### config.mk
export PLATFORM = sky130hd
export DESIGN_NAME = min_sec_counter
export DESIGN_NICKNAME = d
export VERILOG_FILES = /design/src/rtl/minsec_pkg.sv /design/src/rtl/bcd_mod60_cnt.sv /design/src/rtl/min_sec_counter.sv
export SDC_FILE = /design/constraint.sdc
export NUM_CORES = 1
export LEC_CHECK = 0
export CAP_MARGIN = 30
export CORE_MARGIN = 5
export CORE_UTILIZATION = 49
export DETAILED_ROUTE_END_ITERATION = 8
export GPL_ROUTABILITY_DRIVEN = 0
export MAX_ROUTING_LAYER = met4
export PLACE_DENSITY = 0.77
export SYNTH_ARGS = -nofsm -noshare
export SYNTH_HDL_FRONTEND = slang
export SYNTH_SLANG_ARGS = --single-unit
### constraint.sdc
create_clock -name clk -period 2 [get_ports clk]
set_input_delay 0.4 -clock clk [delete_from_list [all_inputs] [get_ports clk]]
set_output_delay 0.4 -clock clk [all_outputs]
set_load 0.02 [all_outputs]
### src/rtl/minsec_pkg.sv
// Shared types and constants for the min:sec stopwatch core.
package minsec_pkg;

  localparam int BCD_W = 4;
  localparam logic [BCD_W-1:0] DIGIT_L_MAX = 4'd9;
  localparam logic [BCD_W-1:0] DIGIT_H_MAX = 4'd5;

  typedef logic [BCD_W-1:0] bcd_t;

  typedef enum logic {
    STOP = 1'b0,
    RUN  = 1'b1
  } run_state_t;

  // Next value of a digit that wraps to zero after max; any code above max
  // (unreachable in normal operation) also recovers to zero.
  function automatic bcd_t bcd_next(input bcd_t d, input bcd_t max);
    return (d >= max) ? '0 : bcd_t'(d + bcd_t'(1));
  endfunction

endpackage

### src/rtl/bcd_mod60_cnt.sv
// Two-digit BCD counter 00..59 with a combinational wrap strobe.
module bcd_mod60_cnt
  import minsec_pkg::*;
(
  input  logic       clk,
  input  logic       rst,
  input  logic       inc,
  input  logic       clr,
  output logic [3:0] hi,
  output logic [3:0] lo,
  output logic       carry_out
);

  bcd_t hi_q, lo_q;
  logic lo_wrap;

  assign lo_wrap = (lo_q >= DIGIT_L_MAX);

  // NOTE: sequential state uses non-blocking assignments so every register
  // samples the pre-edge values of the others, independent of statement order.
  always_ff @(posedge clk) begin
    if (rst || clr) begin
      hi_q <= '0;
      lo_q <= '0;
    end else if (inc) begin
      lo_q <= bcd_next(lo_q, DIGIT_L_MAX);
      if (hi_q > DIGIT_H_MAX) begin
        hi_q <= '0;
      end else if (lo_wrap) begin
        hi_q <= bcd_next(hi_q, DIGIT_H_MAX);
      end
    end
  end

  assign hi        = hi_q;
  assign lo        = lo_q;
  assign carry_out = inc & (hi_q == DIGIT_H_MAX) & (lo_q == DIGIT_L_MAX);

endmodule

### src/rtl/min_sec_counter.sv
// Stopwatch core: run/pause flag, clear, and cascaded seconds/minutes counters.
// Define MINSEC_PRESCALE_EN to divide the clock by CLK_DIV for the second tick.
module min_sec_counter
  import minsec_pkg::*;
#(
  parameter int CLK_DIV = 100
) (
  input  logic       clk,
  input  logic       rst,
  input  logic       clear,
  input  logic       start_stop,
  output logic [3:0] sec_h,
  output logic [3:0] sec_l,
  output logic [3:0] min_h,
  output logic [3:0] min_l,
  output logic       add_min_l,
  output logic       add_hour_l
);

  run_state_t state_q, state_d;
  logic       run;
  logic       tick;
  logic       sec_inc;

  // NOTE: state_d gets a default before any branch so no path leaves it
  // unassigned, which would otherwise infer a latch.
  always_comb begin
    state_d = state_q;
    if (clear) begin
      state_d = STOP;
    end else if (start_stop) begin
      state_d = (state_q == RUN) ? STOP : RUN;
    end
  end

  always_ff @(posedge clk) begin
    if (rst) begin
      state_q <= STOP;
    end else begin
      state_q <= state_d;
    end
  end

  assign run = (state_q == RUN);

`ifdef MINSEC_PRESCALE_EN
  localparam int PW = (CLK_DIV > 1) ? $clog2(CLK_DIV) : 1;

  logic [PW-1:0] presc_q;

  assign tick = (presc_q == PW'(CLK_DIV - 1));

  // Prescaler phase restarts whenever the stopwatch leaves RUN.
  always_ff @(posedge clk) begin
    if (rst || state_d == STOP) begin
      presc_q <= '0;
    end else if (run) begin
      presc_q <= tick ? '0 : presc_q + PW'(1);
    end
  end
`else
  // Every legal divider is positive, so this is a constant one-per-cycle tick.
  assign tick = (CLK_DIV > 0);
`endif

  // The carries must stay low in the cycle reset or clear is applied.
  assign sec_inc = run & tick & ~rst & ~clear;

  bcd_mod60_cnt u_sec (
    .clk       (clk),
    .rst       (rst),
    .inc       (sec_inc),
    .clr       (clear),
    .hi        (sec_h),
    .lo        (sec_l),
    .carry_out (add_min_l)
  );

  bcd_mod60_cnt u_min (
    .clk       (clk),
    .rst       (rst),
    .inc       (add_min_l),
    .clr       (clear),
    .hi        (min_h),
    .lo        (min_l),
    .carry_out (add_hour_l)
  );

endmodule

==> results of run 1 <==
==> registers in the layout (all words and copies together) (netlist names) <==
| register | cells |
|---|---|
| u_sec.lo | 4 |
| u_sec.hi | 4 |
| run | 1 |
| u_min.hi | 4 |
| u_min.lo | 4 |
==> worst paths after layout <==
path	start	cells past startpoint	slack [ns]	endpoint
worst min register to register	u_min.lo[2]$_SDFFE_PP0P_	2	0.58	u_min.lo[2]$_SDFFE_PP0P_
worst max-delay path	u_sec.lo[0]$_SDFFE_PP0P_	7	0.11	u_sec.hi[3]$_SDFFE_PP0P_
worst max register to register	u_sec.lo[0]$_SDFFE_PP0P_	7	0.11	u_sec.hi[3]$_SDFFE_PP0P_
worst min-delay path	u_min.lo[2]$_SDFFE_PP0P_	2	0.58	u_min.lo[2]$_SDFFE_PP0P_
==> power by group through the flow <==
stage / clock network (mW) / registers, mW / logic [mW]
after global placement: 0 / 0.349 / 0.0338
after detailed placement: 0 / 0.349 / 0.0348
after global routing: 0.203 / 0.341 / 0.0377
final: 0.186 / 0.341 / 0.0349
after CTS: 0.191 / 0.341 / 0.0350
after floorplan: 0 / 0.350 / 0.0191
==> logic make-up after synthesis <==
group | after synthesis | share of synthesized area
simple gates | 44 | 0.256
compound gates | 31 | 0.201
flops | 17 | 0.327
buf+inv | 14 | 0.0541
fa+ha+maj | 12 | 0.144
xor+xnor | 1 | 0.00841
mux | 1 | 0.00962
==> layout make-up <==
class | instances | share of cell area
clock buffers | 4 | 0.0183
inverters | 10 | 0.0261
multi-input cells | 89 | 0.460
flip-flops and latches | 17 | 0.237
well taps | 27 | 0.0235
repair buffers | 39 | 0.235
==> cell usage after synthesis, types with 2 or more instances <==
master / n
dfxtp_1: 17
ha_1: 12
a21oi_1: 11
inv_1: 10
nand2_1: 7
nor2_1: 7
o21ai_0: 7
or4_1: 6
nand2b_1: 5
nand3_1: 5
clkbuf_1: 3
a211oi_1: 2
a21o_1: 2
a221oi_2: 2
a41oi_1: 2
nor4_1: 2
==> stage by stage <==
stage	instances	hold WS, ns
6_report	186	0.579
5_1_grt	186	0.625
4_1_cts	186	0.578
3_5_place_dp	182	0.560
3_3_place_gp	182	0.556
2_1_floorplan	120	0.537
==> critical path, stage by stage (launching register included) <==
cell	delay [ns]
dfxtp_1	0.32
buf_4	0.15
inv_1	0.05
ha_1	0.12
or3b_4	0.40
a221oi_2	0.47
or4_1	0.19
a21oi_1	0.06
==> per-layer routing <==
layer / global-route usage / share of wire / vias up / routed length (um)
met5: - / 0 / - / 0
met4: 0.0407 / 0.0077 / 0 / 19
met3: 0.0209 / 0.041 / 2 / 100
met2: 0.282 / 0.50 / 27 / 1220
met1: 0.174 / 0.46 / 479 / 1120
li1: - / - / 516 / -
==> timing repair <==
action                                  in CTS  in global routing
endpoints found under the setup margin       2                  2
buffers inserted                             0                  0
pin swaps                                    0                  2
gates cloned                                 0                  0
resized for setup                            5                  4
hold endpoints to repair                     0                  0
==> impl_metrics.tcl, run 1 <==
set metrics [dict create \
    tns_ns 0 \
    synth-edff-count 0 \
    dpl_cell_area_sq_um 1420 \
    dpl_worst_slack_ns -0.369 \
    post_route_cells_drive_above_1_share 0.195 \
    yosysTopAreaCell "dfxtp_1" \
    swShare 0.227 \
    setup_viol 0 \
    synth_warnings 0 \
    crit_type "flip-flop to flip-flop" \
    grt_pass1_vias 951 \
    hold_viol 0 \
    hold_class "flip-flop to flip-flop" \
    vias 1024 \
    cts_tree "done" \
    grt_max_degree 15 \
    core_area_sq_um 2000 \
    routedWlPerCell_um 13.2 \
    hold_buffers 0 \
    layout_common_cells "19 x clkdlybuf4s50_1, 19 x buf_4, 17 x dfxtp_1" \
    cts.sinks 17 \
    rsz0062_at_grt "false" \
    cp-end-kind "flip-flop" \
    power.static_leakage_nw 0.566 \
    internal_power_mw 0.434 \
    stdcell_area_sq_um 1440 \
    avgSynthCellArea_sq_um 8.67 \
    finalCritPeriodShare 0.945 \
    slew_viol_final 0 \
    path_max_fanout 7 \
    clk_latency_ns 0.29 \
    fin_worst_skew_ns 0.00450 \
    fin_nets 176 \
    power_mw 0.562 \
    htreeDepth 1 \
    io_buffers 21 \
    cp.required_ns 2.17 \
    period_minus_slack_ns 1.89 \
    comb_power_share 0.062 \
    powerDensity_nw_per_um2 391 \
    regArea_sq_um 340 \
    initial_core_util 0.520 \
    worst_pin_slew_ns 0.474 \
    vdd_ir_drop_max_v 0.000296 \
    synthArstFlopShare 0 \
    drv_cap 0 \
    crit_path_start_kind "flip-flop" \
    ys_dominant_reg_cell "dfxtp_1" \
    grt_overflow 0 \
    fillers 162 \
    synth_top_area_share 0.327 \
    p_switching_mw 0.128 \
    drc_errors 0 \
    final_util 0.718 \
    synth_cells 120 \
    via_per_inst 5.51 \
    pwr-share-seq 0.606 \
    ys_seq_elements 17 \
    antenna_cells 0 \
    clockBufferDepth 2 \
    io_pins 22 \
    die_h_um 56.1 \
    dieArea_sq_um 3150 \
    first_iter_violations 14 \
    syn-num-nets 136 \
    dr.pass1.iters 4 \
    routed_wl_mm 2.46 \
    multi_input_area_sq_um 662 \
    timing.final.ws_setup_ns 0.110 \
    antenna_found_initial 0 \
    clockPowerShare 0.331 \
    drtAntennaViolNets 0 \
    cts_buffers 3 \
    max_slew_margin 0.684 \
    worstPathArrival_ns 2.06 \
    ys_seq_area_frac 0.327 \
    synthToLayoutAreaGrowth_pct 38.1 \
    synth.distinct_cells 36 \
    grt_usage 0.154 \
    rows 16 \
    place_hpwl_mm 1.86 \
    synthTopCellsByArea "dfxtp_1 33%, ha_1 14%, a21oi_1 5.3%, or4_1 4.3%, inv_1 3.6%" \
    syn_area_sq_um 1040 \
    fmax_mhz 529 \
    die_w_um 56.1 \
    grt_pass1_wl_mm 3.92 \
    cts.clk_slew.worst_paths_ns 0.10 \
    cts-root-buf "clkbuf_4" \
    outcome "complete, no violations" \
]
No activity file was read; power rests on OpenSTA's default activity.
==> run 2, diff against run 1 <==
--- a/config.mk
+++ b/config.mk
@@ -5,7 +5,6 @@
 export SDC_FILE = /design/constraint.sdc
 export NUM_CORES = 1
 export LEC_CHECK = 0
-export CAP_MARGIN = 30
 export CORE_MARGIN = 5
 export CORE_UTILIZATION = 49
 export DETAILED_ROUTE_END_ITERATION = 8
==> results of run 2 <==
The final DEF is identical to that of run 1; final timing and power are the same.
